--- src/rtl/shift_in_frame.sv ---
// Serial-to-parallel deserialiser: collects WIDTH bits per frame (MSB- or LSB-first) and double-buffers each word into data_out.
// Latency: valid/data_out update on the clk edge that samples the final bit of a frame, so they are visible the cycle after it.
// Backpressure: valid holds until ready; a frame completing while an unaccepted word is held is dropped and sets sticky overrun.
//
// Optional build macro SHIFT_IN_PARITY_EN: each frame carries one extra trailing even-parity bit,
// which is checked but not stored, and a parity_err output is registered alongside data_out.

module shift_in_frame #(
    parameter int WIDTH     = 12,   // data bits per frame, 2..32
    parameter int MSB_FIRST = 1,    // 1: first bit lands in data_out[WIDTH-1]; 0: in data_out[0]
    parameter int CNT_W     = 5     // 2**CNT_W must exceed the frame length
) (
    input  logic             clk,
    input  logic             rst,          // asynchronous, active low
    input  logic             data_in,
    input  logic             ena,
    input  logic             frame_start,
    output logic [WIDTH-1:0] data_out,
    output logic             valid,
    input  logic             ready,
    output logic             busy,
    output logic [CNT_W-1:0] bit_cnt,
    output logic             overrun
`ifdef SHIFT_IN_PARITY_EN
    ,
    output logic             parity_err
`endif
);

    // ------------------------------------------------------------------
    // Frame geometry
    // ------------------------------------------------------------------
`ifdef SHIFT_IN_PARITY_EN
    localparam int PAR_BITS = 1;
`else
    localparam int PAR_BITS = 0;
`endif

    // Total bits per frame on the wire, including the parity bit when present.
    localparam int FRAME_LEN = WIDTH + PAR_BITS;

    // bit_cnt value at which the incoming bit closes the frame.
    localparam logic [CNT_W-1:0] LAST_CNT = CNT_W'(FRAME_LEN - 1);

    // ------------------------------------------------------------------
    // Internal state
    // ------------------------------------------------------------------
    // Assembly register, kept apart from data_out so a new frame can be
    // collected while the previous word waits for the consumer.
    logic [WIDTH-1:0] sreg;

    // ------------------------------------------------------------------
    // Next-state helpers
    // ------------------------------------------------------------------
    // Counter / assembly values as seen by this cycle's bit. A realignment
    // pulse makes the current bit behave as bit 0 of a fresh frame, so the
    // partial frame is discarded before the bit is shifted in.
    logic [CNT_W-1:0] cnt_base;
    logic [WIDTH-1:0] sreg_base;
    logic [WIDTH-1:0] sreg_shift;
    logic             frame_done;
    logic [WIDTH-1:0] word_next;
    logic             load_word;
    logic             drop_word;
    logic             accept;
`ifdef SHIFT_IN_PARITY_EN
    logic             perr_next;
`endif

    // Realignment-aware base values and the shifted assembly word.
    always_comb begin
        cnt_base   = bit_cnt;
        sreg_base  = sreg;
        sreg_shift = '0;
        if (frame_start) begin
            cnt_base  = '0;
            sreg_base = '0;
        end
        if (MSB_FIRST != 0) begin
            // Earliest bit migrates toward the MSB; newest bit enters at bit 0.
            sreg_shift = {sreg_base[WIDTH-2:0], data_in};
        end else begin
            // Earliest bit migrates toward bit 0; newest bit enters at the MSB.
            sreg_shift = {data_in, sreg_base[WIDTH-1:1]};
        end
    end

    // Frame completion and the word to be handed to the output stage.
    always_comb begin
        frame_done = ena && (cnt_base == LAST_CNT);
`ifdef SHIFT_IN_PARITY_EN
        // The closing bit is the parity bit: the data bits are already
        // fully assembled, and the parity bit itself is never stored.
        word_next  = sreg_base;
        // Even parity: data bits plus parity bit must XOR to zero.
        perr_next  = (^sreg_base) ^ data_in;
`else
        // The closing bit is the last data bit, so include it now.
        word_next  = sreg_shift;
`endif
    end

    // Output-stage decisions for this cycle.
    always_comb begin
        accept    = valid && ready;
        // A completed word is taken if the holding register is free or is
        // being emptied in this same cycle.
        load_word = frame_done && (!valid || ready);
        // Otherwise the new word has nowhere to go and is lost.
        drop_word = frame_done && valid && !ready;
    end

    // ------------------------------------------------------------------
    // Bit counter and assembly register
    // ------------------------------------------------------------------
    // Advance one bit per ena, restart on frame completion or realignment.
    always_ff @(posedge clk or negedge rst) begin
        if (!rst) begin
            bit_cnt <= '0;
            sreg    <= '0;
        end else if (frame_done) begin
            bit_cnt <= '0;
            sreg    <= '0;
        end else if (ena) begin
            bit_cnt <= cnt_base + CNT_W'(1);
            sreg    <= sreg_shift;
        end else if (frame_start) begin
            bit_cnt <= '0;
            sreg    <= '0;
        end
    end

    // ------------------------------------------------------------------
    // Output holding register and handshake
    // ------------------------------------------------------------------
    // Load a completed word when there is room; clear valid on acceptance.
    // data_out keeps its last value after acceptance.
    always_ff @(posedge clk or negedge rst) begin
        if (!rst) begin
            data_out <= '0;
            valid    <= 1'b0;
        end else if (load_word) begin
            data_out <= word_next;
            valid    <= 1'b1;
        end else if (accept) begin
            valid    <= 1'b0;
        end
    end

`ifdef SHIFT_IN_PARITY_EN
    // Parity status travels with the word it describes; dropped frames leave it alone.
    always_ff @(posedge clk or negedge rst) begin
        if (!rst) begin
            parity_err <= 1'b0;
        end else if (load_word) begin
            parity_err <= perr_next;
        end
    end
`endif

    // Sticky drop flag; only realignment or reset clears it.
    always_ff @(posedge clk or negedge rst) begin
        if (!rst) begin
            overrun <= 1'b0;
        end else if (frame_start) begin
            overrun <= 1'b0;
        end else if (drop_word) begin
            overrun <= 1'b1;
        end
    end

    // ------------------------------------------------------------------
    // Status
    // ------------------------------------------------------------------
    // A frame is in progress whenever at least one bit has been collected.
    always_comb begin
        busy = (bit_cnt != '0);
    end

endmodule

--- config.mk ---
export PLATFORM = sky130hd
export DESIGN_NAME = shift_in_frame
export DESIGN_NICKNAME = d
export VERILOG_FILES = /design/src/rtl/shift_in_frame.sv
export SDC_FILE = /design/constraint.sdc
export NUM_CORES = 1
export LEC_CHECK = 0
export CAP_MARGIN = 20
export CORE_MARGIN = 8
export CORE_UTILIZATION = 49
export CTS_BUF_LIST = sky130_fd_sc_hd__clkbuf_16
export DETAILED_ROUTE_END_ITERATION = 8
export MAX_ROUTING_LAYER = met4
export PLACE_DENSITY = 0.81
export SLEW_MARGIN = 20
export SYNTH_ARGS = -nofsm -noshare
export SYNTH_HDL_FRONTEND = slang
export SYNTH_SLANG_ARGS = --single-unit
--- constraint.sdc ---
create_clock -name clk -period 2.5 [get_ports clk]
set_clock_uncertainty 0.2 [all_clocks]
set_input_delay 0.5 -clock clk [delete_from_list [all_inputs] [get_ports clk]]
set_output_delay 0.5 -clock clk [all_outputs]
set_load 0.005 [all_outputs]
Word-level counts from Yosys, hierarchy flattened:

Cells that the tools add are included.

* register bits after elaboration: 30
* latch bits: 0
* bits in writable memories: 0
* bits in read-only memories: 0
* bits of input ports: 6
* memories kept: 0

* add/sub/neg operators: 1
* $mul: 0
* div/mod/pow operators: 0
* order comparisons: 0
* eq/ne operators: 1
* shift operators: 0
* mux-type cells: 10
* bitwise gates (word level): 0
* reductions and logical operators: 11

Operator list (number)
* 2-to-1 mux 11 bit: 3
* 2-to-1 mux 5 bit: 3
* adder 5 x 1 -> 5 bit, second input constant: 1
* equality test 5 x 4 -> 1 bit, second input constant: 1
* logical AND 1 bit: 5
* nonzero test 5 bit: 1
* 2-to-1 mux 1 bit: 4
* nonzero test 2 bit: 2
* logical NOT 1 bit: 2
* logical OR 1 bit: 1

Logic depth before layout (Yosys ltp):

Gate-level depths: netlist of run 1.

* depth after elaboration: 7
* mapped depth: 6
* depth with buffers taken out: 5

Least setup slack after synthesis of run 1:

Ideal clock, no wire load.

* kind: in2reg
* from: in frame_start
* to: reg data_out[10]
* library setup time: 125 ps
* data arrival time: 1812 ps
* required time: 2175 ps
* path slack: 364 ps
* stages on the path: 6
* path through: nor2b_1 ha_1 nand2_1 nor4_4 buf_6 mux2_2

* longest elaborated chain between the ends: 4
* elaborated cells on any way between the ends: 5

RTL lines
* from (decl): line 17 `input logic frame_start,`
* 2-to-1 mux 5 bit
* equality test 5 x 4 -> 1 bit: line 90 `frame_done = ena && (cnt_base == LAST_CNT);`
* logical AND 1 bit: line 90
* logical AND 1 bit: line 108 `load_word = frame_done && (!valid || ready);`
* to (signal assigned): line 143 `data_out <= word_next;`
* to (decl): line 18 `output logic [WIDTH-1:0] data_out,`

Several ways; a longest one is shown, not always the timed one.
A chain may end at the register's enable or synchronous reset.

Worst setup path in the final report of run 1:

* from: in frame_start
* to: reg data_out[1]

Same word-level chain as after synthesis.

==> results.md, run 1 <==
* Status: complete, no violations
* CP required at roughly 2.5 ns
* H-tree depth at 2
* Antenna cells at 0
* Static leakage at 0.845 nW
* Layout Nets at around 150
* FF+latch count, synth at 30
* Worst path max stage delay at 0.47 ns
* WL/cell at 16.5 um
* Post-synthesis sequential area ratio at between 50% and 60%
* Worst Max-Slew Pin Slew at 0.380 ns
* WHS Endpoint: data_out[2]$_DFFE_PN0P_
* Setup CP Type: in -> reg
* Post-synthesis cell area at 0.00127 mm2
* Final setup violating endpoints at 0
* Register area at about 750 um2
* Fin crit share at a little over nine tenths
* Worst setup margin at roughly 0.12 ns
* Psw at between 0.0002 and 0.00025 W
* Vias per cell at 5.32
* Core area at approximately 0.0025 mm2
* WL final at 2810 um
* Worst r2r src: bit_cnt[0]$_DFF_PN0_
* Die area at about 0.0045 mm2
* Clock Pin Slew Worst Setup and Hold Paths at around 0.050 ns
* Post-synth EDFFs at 0
* Hold_buf cts at 0
* Pwr dens at 646 mW/mm2
* Initial DRC Count at 76
* # DRC at 0
* First-pass GRT wire length at about 4700 um
* Finished Layout Cells at between 150 and 200
* Antenna viol nets, final at 0
* RSZ-0062 raised after global routing: no
* HP Start: data_out[2]$_DFFE_PN0P_
* Slowest-stage cell, CP: clkdlybuf4s50_1
* Number of buffers created by CTS at 5
* Combinational power share at 6.6%
* Worst slew margin at approximately three quarters
* CTS root buf: clkbuf_16
* Hold path depth at 1
* Dpl hpwl at 1910 um
* Layout cells sized above 1 at 22.1%
* Post-synth ARST share at between 90% and 100%
* Place WS at -0.126 ns
* Max Slew Vio Count at 0
* Clock power share at between 40% and 50%
* Starting Density at roughly half
* Chip width at roughly 67 um
* Critical Path End Type: flop
* Dpl cells at about 160
* Total congestion overflow at 0
* Clk Latency, worst-skew pair at between 0.2 and 0.3 ns
* Switching Share at a little over a fifth
* Overall routing resource usage at around 14%
* # rows at 18
* Utilization after layout at a little over two thirds
* Post-CTS Setup Bufs at 0
* Synth cell types at 27
* Number of fill cells at about 190
* Most common cell after layout, fill and taps aside: dfrtp_1
* Chip height at between 60 and 70 um
* CTS resizes at 0
* Max VDD drop at between 0.6 and 0.7 mV
* GPL Wtd Cong at 0.788
* Commonest non-fill, non-tap cells in the layout: 30 x dfrtp_1, 25 x clkdlybuf4s50_1, 15 x nor2_1, 12 x mux2_2, 11 x mux2i_1
* Post-synthesis cell count at 101
* IO Pins at 26
* Clk sink count at 30
* DRT Pass-1 Iters at 3
* WP data arrival at 2.34 ns
* Type of origin of the critical path: input pin
* Reg2reg end: data_out[1]$_DFFE_PN0P_
* Area growth, synth to finish at 37.3%
* CP cell instances: clkdlybuf4s50_1, nor2b_1, ha_1, nand2_1, nor4_4, buf_4, mux2_2
* Number of port buffers at 25
* Via count at between 900 and 1000
* Post-Syn Nets at 108
* Vias in the first global route at 995
* Critical-path maximum fanout at 6
* Flop2flop setup slack at approximately 0.40 ns
* FMAX at 419 MHz
* Max Cap Viol at 0
* CTS max path bufs at 2
* Flop pwr share at roughly 44%
* Reg2reg path depth at 6
* Ys flop type: dfrtp_1
* Smallest hold slack at 0.305 ns
* Largest net degree at the start of global routing at 31
* Crit path time final at between 2 and 2.5 ns
* Hold WC Path Type: reg -> reg
* Mean post-synth cell area at 12.6 um2
* Final hold viol count at 0
* Cell internal pwr at about 0.0009 W
* Initial antenna violation count at 0
* Multi-input logic area at between 400 and 500 um2
* Synth Warn # at 0
* TritonCTS clock tree: yes
flip-flops by register name, indices dropped and copies added (netlist names):
signal,count
overrun,1
sreg,11
valid,1
bit_cnt,5
data_out,12
layer usage:
| metal | track usage, % | share of wire (%) | wire length [um] | vias up |
|---|---|---|---|---|
| met5 | - | 0 | 0 | - |
| met4 | 6.27 | 2.1 | 59 | 0 |
| li1 | - | - | - | 422 |
| met1 | 16.9 | 46 | 1280 | 450 |
| met3 | 5.20 | 7.0 | 196 | 8 |
| met2 | 21.1 | 45 | 1280 | 25 |
per-stage QoR:
stage	TNS [ns]	power [W]	cell area, um2
2_1_floorplan	0	0.000537	1270
3_3_place_gp	-0.985	0.000582	1610
3_5_place_dp	-1.34	0.000585	1610
4_1_cts	0	0.00114	1750
5_1_grt	0	0.00117	1750
6_report	0	0.00113	1750
cells by family (layout without fill, tap and decap cells):
group | Yosys count | count (layout) | synth area share (%)
XOR/XNOR | 2 | 2 | 1.37
multiplexers | 23 | 23 | 19.2
flip-flops | 30 | 30 | 58.9
buffers and inverters | 6 | 45 | 2.55
AND/OR/NAND/NOR | 32 | 32 | 13.5
AO/OA/AOI/OAI | 7 | 7 | 3.44
adder cells (fa/ha/maj) | 1 | 1 | 0.981
synth_stat cells (all sizes together), types with 2 or more instances:
master  number  area, um2
nor2b        3       18.8
dfrtp       30        751
inv          2       7.51
nor2        15       56.3
nand4        2       12.5
buf          4       25.0
xor2         2       17.5
mux2        12        135
o21ai        2       10.0
nand2        4       15.0
mux2i       11        110
nor4         2       27.5
worst max-delay path by stage:
| stage | start | slack, ns | endpoint |
|---|---|---|---|
| after global routing | frame_start | 0.04 | data_out[1]$_DFFE_PN0P_ |
| after CTS | frame_start | 0.11 | data_out[1]$_DFFE_PN0P_ |
| final | frame_start | 0.12 | data_out[1]$_DFFE_PN0P_ |
| after global placement | frame_start | -0.09 | data_out[4]$_DFFE_PN0P_ |
| after floorplan | frame_start | 0.36 | data_out[10]$_DFFE_PN0P_ |
| after detailed placement | frame_start | -0.13 | data_out[1]$_DFFE_PN0P_ |
power by group through the flow:
stage | Sequential [W] | Clock [W] | Combinational [W]
after global placement | 0.000509 | 0 | 0.0000736
after global routing | 0.000502 | 0.000588 | 0.0000824
after detailed placement | 0.000509 | 0 | 0.0000756
final | 0.000502 | 0.000554 | 0.0000748
after floorplan | 0.000508 | 0 | 0.0000288
after CTS | 0.000502 | 0.000561 | 0.0000759
area by class of cell:
class	instances	share of cell area [%]
multi-input cells	65	28.1
flip-flops and latches	30	42.9
clock buffers	5	7.15
inverters	2	0.429
clock inverters	3	0.715
well taps	30	2.14
repair buffers	35	18.6
worst max-delay path, delay by kind of cell:
kind / cells / cell delay, ns
and+or+nand+nor: 3 / 0.61
buffers and inverters: 2 / 0.68
adders and majority gates: 1 / 0.20
muxes: 1 / 0.34
No activity file was read; power rests on OpenSTA's default activity.
==> run 2, diff against run 1 <==
--- a/config.mk
+++ b/config.mk
@@ -12,6 +12,8 @@
 export DETAILED_ROUTE_END_ITERATION = 8
 export MAX_ROUTING_LAYER = met4
 export PLACE_DENSITY = 0.81
+export RECOVER_POWER = 50
+export SKIP_LAST_GASP = 1
 export SLEW_MARGIN = 20
 export SYNTH_ARGS = -nofsm -noshare
 export SYNTH_HDL_FRONTEND = slang
==> results.md, run 2 (same netlist as run 1, synthesis figures left out) <==
* Number of buffers created by CTS at 5 (unchanged)
* CTS max path bufs at 2 (unchanged)
* Vias per cell at 5.33 (was 5.32)
* Dpl cells at 162 (unchanged)
* HP Start: data_out[2]$_DFFE_PN0P_ (unchanged)
* Initial DRC Count at 76 (unchanged)
* Chip height at 67.0 um (unchanged)
* Hold_buf cts at 0 (unchanged)
* Reg2reg path depth at 6 (unchanged)
* H-tree depth at 2 (unchanged)
* Core area at 0.00248 mm2 (unchanged)
* Most common cell after layout, fill and taps aside: dfrtp_1 (unchanged)
* First-pass GRT wire length at 4710 um (unchanged)
* Clock Pin Slew Worst Setup and Hold Paths at 0.05 ns (about the same)
* RSZ-0062 raised after global routing: no (unchanged)
* Finished Layout Cells at 170 (unchanged)
* CTS root buf: clkbuf_16 (unchanged)
* FMAX at 419 MHz (about the same)
* Max reg flops at 12 (unchanged)
* Area growth, synth to finish at 37.1% (was 37.3%)
* Reg2reg end: data_out[1]$_DFFE_PN0P_ (unchanged)
* CTS resizes at 0 (unchanged)
* Largest net degree at the start of global routing at 31 (unchanged)
* Smallest hold slack at 0.298 ns (was 0.305 ns)
* Number of port buffers at 25 (unchanged)
* DRT Pass-1 Iters at 3 (unchanged)
* Max VDD drop at 0.611 mV (about the same)
* Critical-path maximum fanout at 6 (unchanged)
* Die area at 0.00449 mm2 (unchanged)
* WHS Endpoint: data_out[2]$_DFFE_PN0P_ (unchanged)
* Final setup violating endpoints at 0 (unchanged)
* Status: complete, no violations (unchanged)
* WP data arrival at 2.34 ns (about the same)
* Layout Nets at 146 (unchanged)
* Vias in the first global route at 995 (unchanged)
* Flop2flop setup slack at 0.40 ns (about the same)
* Dpl hpwl at 1910 um (unchanged)
* Final hold viol count at 0 (unchanged)
* CP required at 2.45 ns (about the same)
* Starting Density at 51.5% (unchanged)
* Static leakage at 0.877 nW (was 0.845 nW)
* Pwr dens at 646 mW/mm2 (about the same)
* Crit path time final at 2.38 ns (about the same)
* Post-CTS Setup Bufs at 0 (unchanged)
* Layout cells sized above 1 at 22.1% (unchanged)
* Worst r2r src: bit_cnt[0]$_DFF_PN0_ (unchanged)
* Biggest registers after layout: data_out (12), sreg (11), bit_cnt (5) (unchanged)
* Hold WC Path Type: reg -> reg (unchanged)
* Critical Path End Type: flop (unchanged)
* Max Slew Vio Count at 0 (unchanged)
* Fin crit share at 95.4% (about the same)
* Antenna viol nets, final at 0 (unchanged)
* GPL Wtd Cong at 0.788 (unchanged)
* Chip width at 67.0 um (unchanged)
* WL/cell at 16.5 um (about the same)
* Type of origin of the critical path: input pin (unchanged)
* TNS Setup at 0 ns (unchanged)
* Commonest non-fill, non-tap cells in the layout: 30 x dfrtp_1, 15 x nor2_1, 15 x clkdlybuf4s50_1, 12 x mux2_2, 11 x mux2i_1 (was 30 x dfrtp_1, 25 x clkdlybuf4s50_1, 15 x nor2_1, 12 x mux2_2, 11 x mux2i_1)
* Setup CP Type: in -> reg (unchanged)
* TritonCTS clock tree: yes (unchanged)
* Initial antenna violation count at 0 (unchanged)
* Max Cap Viol at 0 (unchanged)
* Via count at 906 (was 905)
* WL final at 2810 um (about the same)
* Clk Latency, worst-skew pair at 0.27 ns (about the same)
* Hold path depth at 1 (unchanged)
* Antenna cells at 0 (unchanged)
* # rows at 18 (unchanged)
* IO Pins at 26 (unchanged)
* Register area at 751 um2 (unchanged)
* Utilization after layout at 70.6% (was 70.7%)
* Overall routing resource usage at 14.2% (unchanged)
* Number of fill cells at 184 (was 185)
* Total congestion overflow at 0 (unchanged)
* Clk sink count at 30 (unchanged)
* Worst slew margin at 51.6% (was 74.6%)
* Multi-input logic area at 492 um2 (unchanged)
* Placed cell area at 0.00161 mm2 (unchanged)
* Finished Cell Area at 0.00175 mm2 (about the same)
* # DRC at 0 (unchanged)
* Biggest register: data_out (unchanged)
* Worst Max-Slew Pin Slew at 0.726 ns (was 0.380 ns)
==> run 2: worst max path at each step <==
stage                start                        to  cells after the start
6_report       frame_start   data_out[1]$_DFFE_PN0P_                      7
2_1_floorplan  frame_start  data_out[10]$_DFFE_PN0P_                      6
4_1_cts        frame_start   data_out[1]$_DFFE_PN0P_                      7
3_5_place_dp   frame_start   data_out[1]$_DFFE_PN0P_                      7
3_3_place_gp   frame_start   data_out[4]$_DFFE_PN0P_                      7
5_1_grt        frame_start   data_out[1]$_DFFE_PN0P_                      7
==> run 2: power by group <==
group / switching, W / internal [W] / leakage, nW
Combinational: 0.0000365 / 0.0000375 / 0.391
Sequential: 0.00000829 / 0.000494 / 0.414
Clock: 0.000196 / 0.000358 / 0.0724
Total: 0.000241 / 0.000889 / 0.877
==> run 2: layout make-up <==
type                            instances  area share (%)
Clock buffer                            5            7.16
Clock inverter                          3           0.716
Inverter                                2           0.429
Multi-Input combinational cell         65            28.1
Sequential cell                        30            42.9
Tap cell                               30            2.15
Timing Repair Buffer                   35            18.5
==> run 2: layer usage <==
| layer | GRT usage (%) | up-vias | share of wire (%) |
|---|---|---|---|
| li1 | - | 422 | - |
| met1 | 16.9 | 451 | 45 |
| met2 | 21.1 | 25 | 45 |
| met3 | 5.20 | 8 | 7.0 |
| met4 | 6.27 | 0 | 2.1 |
| met5 | - | - | 0 |
==> run 2: through the flow <==
step / total power [W] / setup WS (ns)
floorplan: 0.000537 / 0.364
global placement: 0.000582 / -0.0906
detailed placement: 0.000585 / -0.126
CTS: 0.00114 / 0.114
global route: 0.00117 / 0.0391
finish: 0.00113 / 0.115
==> run 2: critical path: stages <==
cell and delay [ns]:
clkdlybuf4s50_1 0.47, nor2b_1 0.21, ha_1 0.20, nand2_1 0.11
nor4_4 0.29, buf_4 0.21, mux2_2 0.34
